--- src/rtl/ems_sdram_bridge.sv ---
`default_nettype none
// +-----------------------------------------------------------------------------+
// | Module   : ems_sdram_bridge                                                 |
// | Function : WISHBONE CPU-memory slave to SDRAM controller bridge. The CPU    |
// |            word address goes out to an external EMS mapper; the mapped      |
// |            SDRAM byte address comes back and is used for one SDRAM access.  |
// |            A bounded wait on the SDRAM acknowledge aborts a stuck access.   |
// | Config   : EMS_BRIDGE_WPOST_EN - when defined, writes are posted: the CPU   |
// |            is acknowledged in the MAP cycle and the SDRAM write finishes    |
// |            in the background.                                               |
// | Revision : 1.0 - initial release                                            |
// +-----------------------------------------------------------------------------+
module ems_sdram_bridge #(
  parameter int unsigned TIMEOUT = 255
) (
  input  logic        wb_clk,
  input  logic        wb_rst_n,
  input  logic [19:1] wb_adr_i,
  input  logic [15:0] wb_dat_i,
  input  logic [1:0]  wb_sel_i,
  input  logic        wb_cyc_i,
  input  logic        wb_stb_i,
  input  logic        wb_we_i,
  output logic [15:0] wb_dat_o,
  output logic        wb_ack_o,
  output logic [19:1] map_adr_o,
  input  logic [31:0] map_adr_i,
  output logic        sdr_req_o,
  output logic        sdr_we_o,
  output logic [31:0] sdr_adr_o,
  output logic [15:0] sdr_dat_o,
  output logic [1:0]  sdr_be_o,
  input  logic        sdr_ack_i,
  input  logic [15:0] sdr_dat_i,
  output logic        busy_o
);

  localparam logic [7:0] TMO_LIMIT = 8'(TIMEOUT);

  typedef enum logic [1:0] {
    IDLE = 2'd0,
    MAP  = 2'd1,
    REQ  = 2'd2,
    ACK  = 2'd3
  } state_t;

  state_t     state;
  state_t     state_nxt;
  logic [7:0] tmo_cnt;
  logic [7:0] cnt_inc;
  logic       accept;
  logic       map_ld;
  logic       req_done;
  logic       req_tmo;
  logic       ack_pulse;

  // The mapper sees the CPU address directly; it answers combinationally.
  assign map_adr_o = wb_adr_i;
  assign wb_ack_o  = ack_pulse;
  assign busy_o    = (state != IDLE);

  // State register.
  always_ff @(posedge wb_clk or negedge wb_rst_n) begin
    if (!wb_rst_n) begin
      state <= IDLE;
    end else begin
      state <= state_nxt;
    end
  end

  // Next-state decode and per-state control strobes.
  always_comb begin
    state_nxt = state;
    accept    = 1'b0;
    map_ld    = 1'b0;
    req_done  = 1'b0;
    req_tmo   = 1'b0;
    ack_pulse = 1'b0;
    // Count value after this REQ cycle; the abort fires once TIMEOUT REQ
    // cycles have elapsed, so sdr_req_o is high exactly TIMEOUT cycles.
    cnt_inc   = tmo_cnt + 8'd1;
    case (state)
      IDLE: begin
        // The acknowledge is never driven in IDLE, so a held strobe after a
        // completed cycle is only taken as a new request once back here.
        if (wb_cyc_i && wb_stb_i) begin
          accept    = 1'b1;
          state_nxt = MAP;
        end
      end
      MAP: begin
        map_ld    = 1'b1;
        state_nxt = REQ;
`ifdef EMS_BRIDGE_WPOST_EN
        ack_pulse = sdr_we_o & wb_cyc_i;
`endif
      end
      REQ: begin
        // Acknowledge takes priority over a coincident timeout.
        if (sdr_ack_i) begin
          req_done = 1'b1;
        end else if (cnt_inc == TMO_LIMIT) begin
          req_tmo = 1'b1;
        end
        if (req_done || req_tmo) begin
`ifdef EMS_BRIDGE_WPOST_EN
          state_nxt = sdr_we_o ? IDLE : ACK;
`else
          state_nxt = ACK;
`endif
        end
      end
      ACK: begin
        // An abandoned cycle still finishes on SDRAM but gets no acknowledge.
        ack_pulse = wb_cyc_i;
        state_nxt = IDLE;
      end
      default: state_nxt = IDLE;
    endcase
  end

  // Request latches, SDRAM handshake, timeout counter and read-data hold.
  always_ff @(posedge wb_clk or negedge wb_rst_n) begin
    if (!wb_rst_n) begin
      sdr_req_o <= 1'b0;
      sdr_we_o  <= 1'b0;
      sdr_adr_o <= 32'd0;
      sdr_dat_o <= 16'd0;
      sdr_be_o  <= 2'b00;
      wb_dat_o  <= 16'd0;
      tmo_cnt   <= 8'd0;
    end else begin
      if (accept) begin
        sdr_we_o  <= wb_we_i;
        sdr_be_o  <= wb_sel_i;
        sdr_dat_o <= wb_dat_i;
      end
      if (map_ld) begin
        sdr_adr_o <= map_adr_i;
        sdr_req_o <= 1'b1;
        tmo_cnt   <= 8'd0;
      end
      if (state == REQ) begin
        tmo_cnt <= cnt_inc;
      end
      if (req_done) begin
        sdr_req_o <= 1'b0;
        if (!sdr_we_o) begin
          wb_dat_o <= sdr_dat_i;
        end
      end else if (req_tmo) begin
        sdr_req_o <= 1'b0;
        if (!sdr_we_o) begin
          wb_dat_o <= 16'hFFFF;
        end
      end
    end
  end

endmodule
`default_nettype wire

--- config.mk ---
export PLATFORM = sky130hd
export DESIGN_NAME = ems_sdram_bridge
export DESIGN_NICKNAME = d
export VERILOG_FILES = /design/src/rtl/ems_sdram_bridge.sv
export SDC_FILE = /design/constraint.sdc
export NUM_CORES = 1
export LEC_CHECK = 0
export ABC_AREA = 1
export CORE_UTILIZATION = 40
export DETAILED_ROUTE_END_ITERATION = 10
export MAX_ROUTING_LAYER = met4
export PLACE_DENSITY = 0.83
export SETUP_SLACK_MARGIN = 0.15
export SYNTH_ARGS = -nofsm -noshare
export SYNTH_HDL_FRONTEND = slang
export SYNTH_SLANG_ARGS = --single-unit
--- constraint.sdc ---
create_clock -name wb_clk -period 2.2 [get_ports wb_clk]
set_clock_uncertainty 0.15 [all_clocks]
set_input_delay 0.33 -clock wb_clk [delete_from_list [all_inputs] [get_ports wb_clk]]
set_output_delay 0.33 -clock wb_clk [all_outputs]
set_load 0.02 [all_outputs]
### After elaboration in Yosys (flattened, before gate mapping)

Index checks and enable logic that the tools add are counted.

* register bits after elaboration: 78
* bits of input ports: 91
* output and inout bits: 89
* logic and storage cells: 49

* $add $sub $neg: 1
* equality and inequality tests: 8
* muxes and demuxes: 23
* reduce and logical (&&, ||, !) cells: 9

Operator list (count)
* 16-bit two-way mux: 4
* 8-bit two-way mux: 2
* 1-bit two-way mux: 14
* 8-bit by 1-bit adder with 8-bit output, second input constant: 1
* 8-bit equality test, second input constant: 1
* 2-bit != test, second input constant: 4
* 2-bit case mux with 4 select lines: 1
* 2-bit nonzero test: 3
* 2-bit equality test, second input constant: 2
* 2-bit two-way mux: 2
* 3-bit AND reduction: 1
* 3-bit nonzero test: 1
* 2-bit by 1-bit equality test with 1-bit output, second input constant: 1
* 2-bit zero test: 1
* 2-bit AND reduction: 1
* 1-bit logical AND: 1
* 1-bit logical OR: 1

### Depth between registers and ports, before layout

Gate-level depths: netlist of the first run.

* depth after elaboration: 8
* mapped depth: 14
* gate-level depth less buffers: 13

### Worst setup path before layout of the first run

OpenSTA, ideal clock, no wires.

* kind: register to register
* start: reg tmo_cnt[0]
* end: reg wb_dat_o[0]
* library setup time: 0.118 ns
* data arrival time: 1.611 ns
* required time: 1.932 ns
* setup slack: 0.321 ns
* stages on the path, launching flop included: 15
* buffers on the path: 1
* clock period less this slack: 1.879 ns
* path through: dfrtp_1 ha_1 nand2_2 inv_1 nand2_1 nand2_1 nor2_1 nand2_1 nor2_1 nand2_2 nand2_4 nand3_4 buf_6 nand2_1 nand2_1

* cells in the longest elaborated chain, start to end: 8
* elaborated cells on any way between the ends: 9
* those cells by class: add/sub: 1; eq/ne: 2; mux: 4; reduce/logical: 2

RTL lines
* start: declaration: line 49 `logic [7:0] tmo_cnt;`
* start signal: assignment: line 144 `tmo_cnt <= cnt_inc;`
* 8-bit by 1-bit adder with 8-bit output *: line 81 `cnt_inc = tmo_cnt + 8'd1;`
* 8-bit equality test *: line 102 `end else if (cnt_inc == TMO_LIMIT) begin`
* 1-bit two-way mux *: line 102
* 1-bit two-way mux *: line 100 `if (sdr_ack_i) begin`
* 1-bit two-way mux * (2 in series): line 82 `case (state)`
* 2-bit != test (no line) or 2-bit nonzero test (tied branches)
* 3-bit AND reduction (no line) *
* end signal: assignment: line 149 `wb_dat_o <= sdr_dat_i;`
* end: declaration: line 24 `output logic [15:0] wb_dat_o,`

Mark *: on every way between the ends. The rest lies on a longest branch, timed or not. The select of a mux whose other input is x is not followed.
A chain may end at the register's enable or synchronous reset.

### Worst setup path after layout of the first run

* start: reg tmo_cnt[1]
* end: reg wb_dat_o[6]

The elaborated chain is that of the path after synthesis.

==> results of run 1 <==
==> state kept, by name, summed over array words and instances, names as in the netlist <==
| signal | cells |
|---|---|
| sdr_adr_o | 32 |
| sdr_dat_o | 16 |
| wb_dat_o | 16 |
| tmo_cnt | 8 |
| sdr_be_o | 2 |
| state | 2 |
| sdr_req_o | 1 |
| sdr_we_o | 1 |
==> final timing paths <==
kind / slack (ns) / endpoint / depth (start not counted) / startpoint
worst max register to register: 0.23 / wb_dat_o[6] / 13 / tmo_cnt[1]
worst min register to register: 0.33 / wb_dat_o[9] / 2 / wb_dat_o[9]
worst max-delay path: 0.23 / wb_dat_o[6] / 13 / tmo_cnt[1]
min in group asynchronous: 0.38 / wb_dat_o[14] / 2 / wb_rst_n
max in group asynchronous: 0.92 / tmo_cnt[0] / 3 / wb_rst_n
worst min-delay path: 0.33 / wb_dat_o[9] / 2 / wb_dat_o[9]
==> layout make-up <==
cell class | count | area, um2 | share of cell area (%)
multi-input cells | 183 | 1340 | 25.7
flip-flops and latches | 78 | 1950 | 37.6
repair buffers | 151 | 1520 | 29.2
well taps | 105 | 131 | 2.52
inverters | 18 | 67.6 | 1.30
clock inverters | 5 | 58.8 | 1.13
clock buffers | 11 | 131 | 2.52
==> synth_stat cells (all sizes together) <==
| cell | n |
|---|---|
| dfrtp | 78 |
| nand2 | 62 |
| mux2 | 50 |
| buf | 21 |
| inv | 17 |
| or2 | 17 |
| nand4 | 16 |
| nand3 | 12 |
| clkbuf | 11 |
| nor2 | 7 |
| ha | 6 |
| o22ai | 5 |
| o21ai | 4 |
| a21oi | 2 |
| clkinv | 1 |
| xor2 | 1 |
==> metrics by stage <==
| step | hold WS (ns) | setup WS, ns | total power, mW | area (um2) | util, % |
|---|---|---|---|---|---|
| global route | 0.356 | 0.122 | 7.87 | 5200 | 62.4 |
| CTS | 0.328 | 0.156 | 7.43 | 5100 | 61.2 |
| floorplan | -0.116 | 0.321 | 4.56 | 3490 | - |
| global placement | 0.215 | 0.205 | 6.23 | 4900 | 58.8 |
| detailed placement | 0.217 | 0.199 | 6.36 | 4900 | 58.8 |
| finish | 0.328 | 0.234 | 7.44 | 5200 | 62.4 |
==> cells by family (layout without fill, tap and decap cells) <==
family	after synthesis	count (layout)	synth area share, %
AND/OR/NAND/NOR	114	115	16.1
flip-flops	78	78	55.9
multiplexers	50	50	16.1
buffers and inverters	50	185	7.74
AO/OA/AOI/OAI	11	11	1.76
adder cells (fa/ha/maj)	6	6	2.15
XOR/XNOR	1	1	0.251
==> worst reg2reg max path: cells and delay by family (launching register included) <==
kind                     cells  cell delay [ns]
AND/OR/NAND/NOR             11             1.04
flip-flops                   1             0.45
buffers and inverters        1             0.04
adder cells (fa/ha/maj)      1             0.19
==> layer usage <==
| layer | up-vias | GRT usage, % | wire [um] |
|---|---|---|---|
| li1 | 1274 | - | - |
| met1 | 1306 | 21.0 | 3270 |
| met2 | 124 | 31.4 | 4300 |
| met3 | 25 | 5.10 | 692 |
| met4 | 0 | 10.3 | 191 |
| met5 | - | - | 0 |
==> repair_timing <==
item | CTS | global route
endpoints found under the hold margin | 43 | 0
setup buffers | 0 | 3
gates resized for setup | 3 | 22
pin swaps | 0 | 6
endpoints found under the setup margin | 5 | 19
gates cloned | 0 | 1
hold buffers | 1 | 0
==> where the power goes <==
| part | internal [mW] | total [mW] | switching [mW] | leakage [nW] |
|---|---|---|---|---|
| Clock | 0.528 | 1.05 | 0.527 | 0.0899 |
| Sequential | 2.12 | 2.50 | 0.387 | 0.936 |
| Combinational | 1.98 | 3.88 | 1.91 | 1.21 |
==> summary.txt, run 1 <==
Yosys
  – Syn Std Cell Area: 3490 um2
  – Largest cells by area after synthesis: dfrtp_1 56%, mux2_2 16%, nand2_1 6.2%
  – Syn Area/Cell: around 11 um2
  – Yosys warnings: 0
  – Cell variety after synth: 23
  – Leading area contributor after synthesis: dfrtp_1
  – Syn Inst Count: 310
  – FF+latch count, synth: ~80
  – Synth top area share: around 56%
  – Post-Syn Nets: between 400 and 500
  – Seq/Total Area, Yosys: a little under three fifths

Routing
  – Detail Route Antenna Nets: 0
  – Via density: about 5.0
  – 1st-pass router iterations: 4
  – Via count: ~2700
  – Wire length per cell: about 15 um
  – # DRC: 0
  – Final WL: between 8 and 9 mm
  – Initial DRC Count: between 80 and 90

STA
  – Final Setup Violations: 0
  – Slew Limit Fails: 0
  – Setup repair after global routing missed its margin: true
  – Ratio of final minimum period to clock period: between 80 and 90%
  – Fmax: just over 500 MHz
  – Post-route setup TNS: 0 ns
  – Hold Fails Final Rpt: 0
  – Min Tclk post-route: a little under 2 ns
  – Rel. slew slack: between 60% and 70%
  – Tightest Pin Transition: ~0.59 ns

Clock network
  – CTS tree: built
  – Worst skew pair latency: ~0.34 ns
  – Number of CTS-inserted buffers: 9
  – # H-tree levels: 3
  – Clk root buf: clkbuf_8
  – Clk sinks: 78
  – Clock Pin Slew Worst Setup and Hold Paths: around 0.090 ns
  – CTS max path bufs: 2

Global route
  – Largest net degree at the start of global routing: 45
  – Aggregate global routing overflow: 0
  – Initial antenna violation count: 0
  – Total GRT Usage: around a fifth
  – Vias in the first global route: about 2800
  – First-pass GRT wire length: approximately 13 mm

Setup path
  – Worst path max stage delay: around 0.45 ns
  – Worst Path Buf+Inv: 1
  – Worst path most repeated cell: nand2_2
  – Crit end category: flop
  – CP startpoint kind: flop
  – Max FO, Critical Path: 8
  – Critical path type: reg2reg
  – Worst-path cell chain: ha_4 -> nand2_4 -> inv_2 -> nand2_2 -> nand2_2 -> nor2_2 -> nand2_1 -> nor2_2 -> nand2_2 -> nand2_4 -> nand3_4 -> nand2_2 -> nand2_1
  – Worst EP arrival: between 2 and 2.5 ns
  – CP max-delay cell: dfrtp_2
  – Req. time, crit path: roughly 2.3 ns
  – CP delay by family, top: simple AND/OR/NAND/NOR gates

Status
  – Outcome: finished clean

Power
  – Power per cell area: 1430 nW/um2
  – Peak supply drop: 0.000833 V
  – Leak pwr: approximately 2.2 nW

Layout
  – Share of layout cells above drive strength 1: a little over a quarter
  – Most common cell after layout, fill and taps aside: clkdlybuf4s50_1
  – Layout fillers: between 600 and 700
  – Final-stage net count: about 540
  – Synth-to-Final Area Change: 49.0%
  – Non-Filler Instances: 551
  – Most frequent cells in the layout: 138 x clkdlybuf4s50_1, 76 x dfrtp_1, 50 x mux2_2
  – # diodes: 0

Place
  – Placed insts: 530
  – Placer congestion estimate: about 0.82
  – Post-DP HPWL: just under 6 mm
  – Port bufs: around 140

Floorplan
  – # rows: 33
  – Die Area: ~9100 um2
  – Core Box Area: 8340 um2
  – Die Width: 95.5 um
  – Initial core utilization: a little over two fifths
  – IO Pins: 180
  – Chip height: 95.5 um

Flow run
  – Max-Cap Viols: 0

Worst hold path
  – Hold WC Path Type: reg2reg
No activity file was read; power rests on OpenSTA's default activity.
==> run 2, diff against run 1 <==
Settings changed: PLACE_DENSITY 0.83 to 0.81.
==> summary.txt, run 2 (same netlist as run 1, synthesis figures left out) <==
Layout
  – Register Area: 1950 um2 (-0.13%)
  – Biggest register: sdr_adr_o
  – Share of layout cells above drive strength 1: 26.3% (-0.12 points)
  – Layout fillers: 680 (-0.15%)
  – Most frequent cells in the layout: 138 x clkdlybuf4s50_1, 78 x dfrtp_1, 50 x mux2_2
  – Most common cell after layout, fill and taps aside: clkdlybuf4s50_1
  – Largest regs: sdr_adr_o (32), sdr_dat_o (16), wb_dat_o (16)
  – Post-route cell area: 5260 um2 (+1.0%)
  – Final-stage net count: 540 (+0.37%)
  – # diodes: 0 (unchanged)
  – Multi-input gate area: 1340 um2 (+0.19%)
  – Max FFs per register: 32 (unchanged)
  – Synth-to-Final Area Change: 50.5%

Setup path
  – CP startpoint kind: flop
  – Reg2reg setup slack: 0.18 ns (-0.05 ns)
  – Max FO, Critical Path: 8 (unchanged)
  – Req. time, crit path: 2.28 ns (about the same)
  – Reg2reg path depth: 13 (unchanged)
  – Crit end category: flop
  – R2r endpoint: wb_dat_o[14]
  – FF-to-FF Start: tmo_cnt[1]
  – Critical path type: reg2reg
  – Worst EP arrival: 2.10 ns (+0.05 ns)

Clock network
  – Worst skew pair latency: 0.34 ns (about the same)
  – Number of CTS-inserted buffers: 9 (unchanged)
  – Clk sinks: 78 (unchanged)
  – Clock Pin Slew Worst Setup and Hold Paths: 0.08 ns (about the same)
  – Clk root buf: clkbuf_8
  – # H-tree levels: 3 (unchanged)
  – CTS tree: built
  – CTS max path bufs: 2 (unchanged)

STA
  – Setup repair after global routing missed its margin: true
  – Final Setup Violations: 0 (unchanged)
  – Ratio of final minimum period to clock period: 91.9% (+2.5 points)
  – Slew Limit Fails: 0 (unchanged)
  – Rel. slew slack: 58.6% (-1.8 points)
  – Tightest Pin Transition: 0.617 ns (+0.0270 ns)
  – Post-route setup TNS: 0 ns (unchanged)
  – Hold Fails Final Rpt: 0 (unchanged)
  – Fmax: 495 MHz (-2.7%)
  – Min Tclk post-route: 2.02 ns (+0.0547 ns)

Status
  – Outcome: finished clean

Routing
  – Met3 routed WL: 578 um (-16%)
  – # DRC: 0 (unchanged)
  – Via density: 5.02 (+1.4%)
  – Met1 Routed Length: 3.37 mm (+2.9%)
  – Final WL: 8.48 mm (+0.34%)
  – Top layer in use: met4
  – Detail Route Antenna Nets: 0 (unchanged)
  – Via count: 2776 (+1.7%)
  – Routed wl met2: 4.29 mm (-0.14%)
  – Initial DRC Count: 99 (+15%)
  – Wire length per cell: 15.3 um (about the same)
  – 1st-pass router iterations: 4 (unchanged)

Global route
  – Largest net degree at the start of global routing: 48 (+6.7%)
  – Total GRT Usage: 19.8% (+0.71 points)
  – Vias in the first global route: 2859 (+1.8%)
  – First-pass GRT wire length: 13.2 mm (+2.7%)
  – Aggregate global routing overflow: 0 (unchanged)
  – Initial antenna violation count: 0 (unchanged)

Floorplan
  – Die Area: 9110 um2 (unchanged)
  – IO Pins: 180 (unchanged)
  – Initial core utilization: 41.9% (unchanged)
  – # rows: 33 (unchanged)
  – Chip height: 95.5 um (unchanged)
  – Die Width: 95.5 um (unchanged)
  – Core Box Area: 8340 um2 (unchanged)

Power
  – Leak pwr: 2.26 nW (+1.3%)
  – Power per cell area: 1440 nW/um2 (+0.72%)
  – Peak supply drop: 0.000719 V (-14%)

Worst hold path
  – Hold WC Path Type: in2async

Place
  – Port bufs: 141 (unchanged)
  – Post-DP HPWL: 5.91 mm (+1.0%)
  – Placed Area: 4890 um2 (-0.15%)
  – Placer congestion estimate: 0.756 (-7.9%)

Flow run
  – Max-Cap Viols: 0 (unchanged)
run 2: metal layers:
metal / global-route usage, % / up-vias
li1: - / 1276
met1: 22.1 / 1364
met4: 8.96 / 0
met2: 31.9 / 107
met3: 6.78 / 29
met5: - / -
run 2: repair_timing:
| item | 4_1_cts | 5_1_grt |
|---|---|---|
| endpoints found under the setup margin | 18 | 19 |
| hold buffers | 1 | 0 |
| buffers inserted | 0 | 5 |
| gates cloned | 1 | 1 |
| endpoints found under the hold margin | 31 | 0 |
| pin swaps | 0 | 11 |
| resized for setup | 5 | 17 |
run 2: worst max-delay path, stage by stage (launching register included):
cell     delay [ns]
dfrtp_1        0.43
ha_4           0.20
nand2_4        0.09
inv_2          0.04
nand2_2        0.05
nand2_2        0.06
nor2_2         0.12
nand2_1        0.07
nor2_2         0.14
nand2_2        0.09
nand2_4        0.15
nand3_4        0.16
nand2_1        0.11
nand2_1        0.06
run 2: where the power goes:
part	total [mW]	internal, mW	switching (mW)	leakage, nW
Sequential	2.50	2.11	0.389	0.939
Combinational	3.89	1.98	1.91	1.22
Clock	1.18	0.643	0.536	0.0998
Total	7.57	4.74	2.83	2.26
run 2: how the worst max path moves through the flow:
stage | startpoint | endpoint | slack, ns | depth (start not counted)
2_1_floorplan | tmo_cnt[0] | wb_dat_o[0] | 0.32 | 14
6_report | tmo_cnt[1] | wb_dat_o[14] | 0.18 | 13
3_3_place_gp | wb_cyc_i | wb_ack_o | 0.20 | 4
5_1_grt | tmo_cnt[1] | wb_dat_o[12] | 0.06 | 12
4_1_cts | tmo_cnt[0] | wb_dat_o[3] | 0.17 | 13
3_5_place_dp | tmo_cnt[0] | wb_dat_o[15] | 0.19 | 13
run 2: per-stage QoR:
step	worst slack [ns]	hold WS (ns)	util, %	total power [mW]	cells
2_1_floorplan	0.321	-0.116	-	4.56	310
3_3_place_gp	0.199	0.142	58.7	6.24	529
3_5_place_dp	0.186	0.151	58.7	6.36	529
4_1_cts	0.168	0.321	61.6	7.56	547
5_1_grt	0.0585	0.343	63.0	8.00	553
6_report	0.179	0.315	63.0	7.57	553
run 2: layout make-up:
class                   instances  share of cell area (%)
repair buffers                153                    29.5
clock inverters                 5                    1.59
clock buffers                  11                    2.50
inverters                      18                    1.29
multi-input cells             183                    25.5
flip-flops and latches         78                    37.1
well taps                     105                    2.50
==> run 3, diff against run 2 <==
Settings changed: CAP_MARGIN set to 10, CTS_CLUSTER_DIAMETER set to 80.
==> results of run 3 <==
Final layout, timing and power as in run 2 (identical DEF).
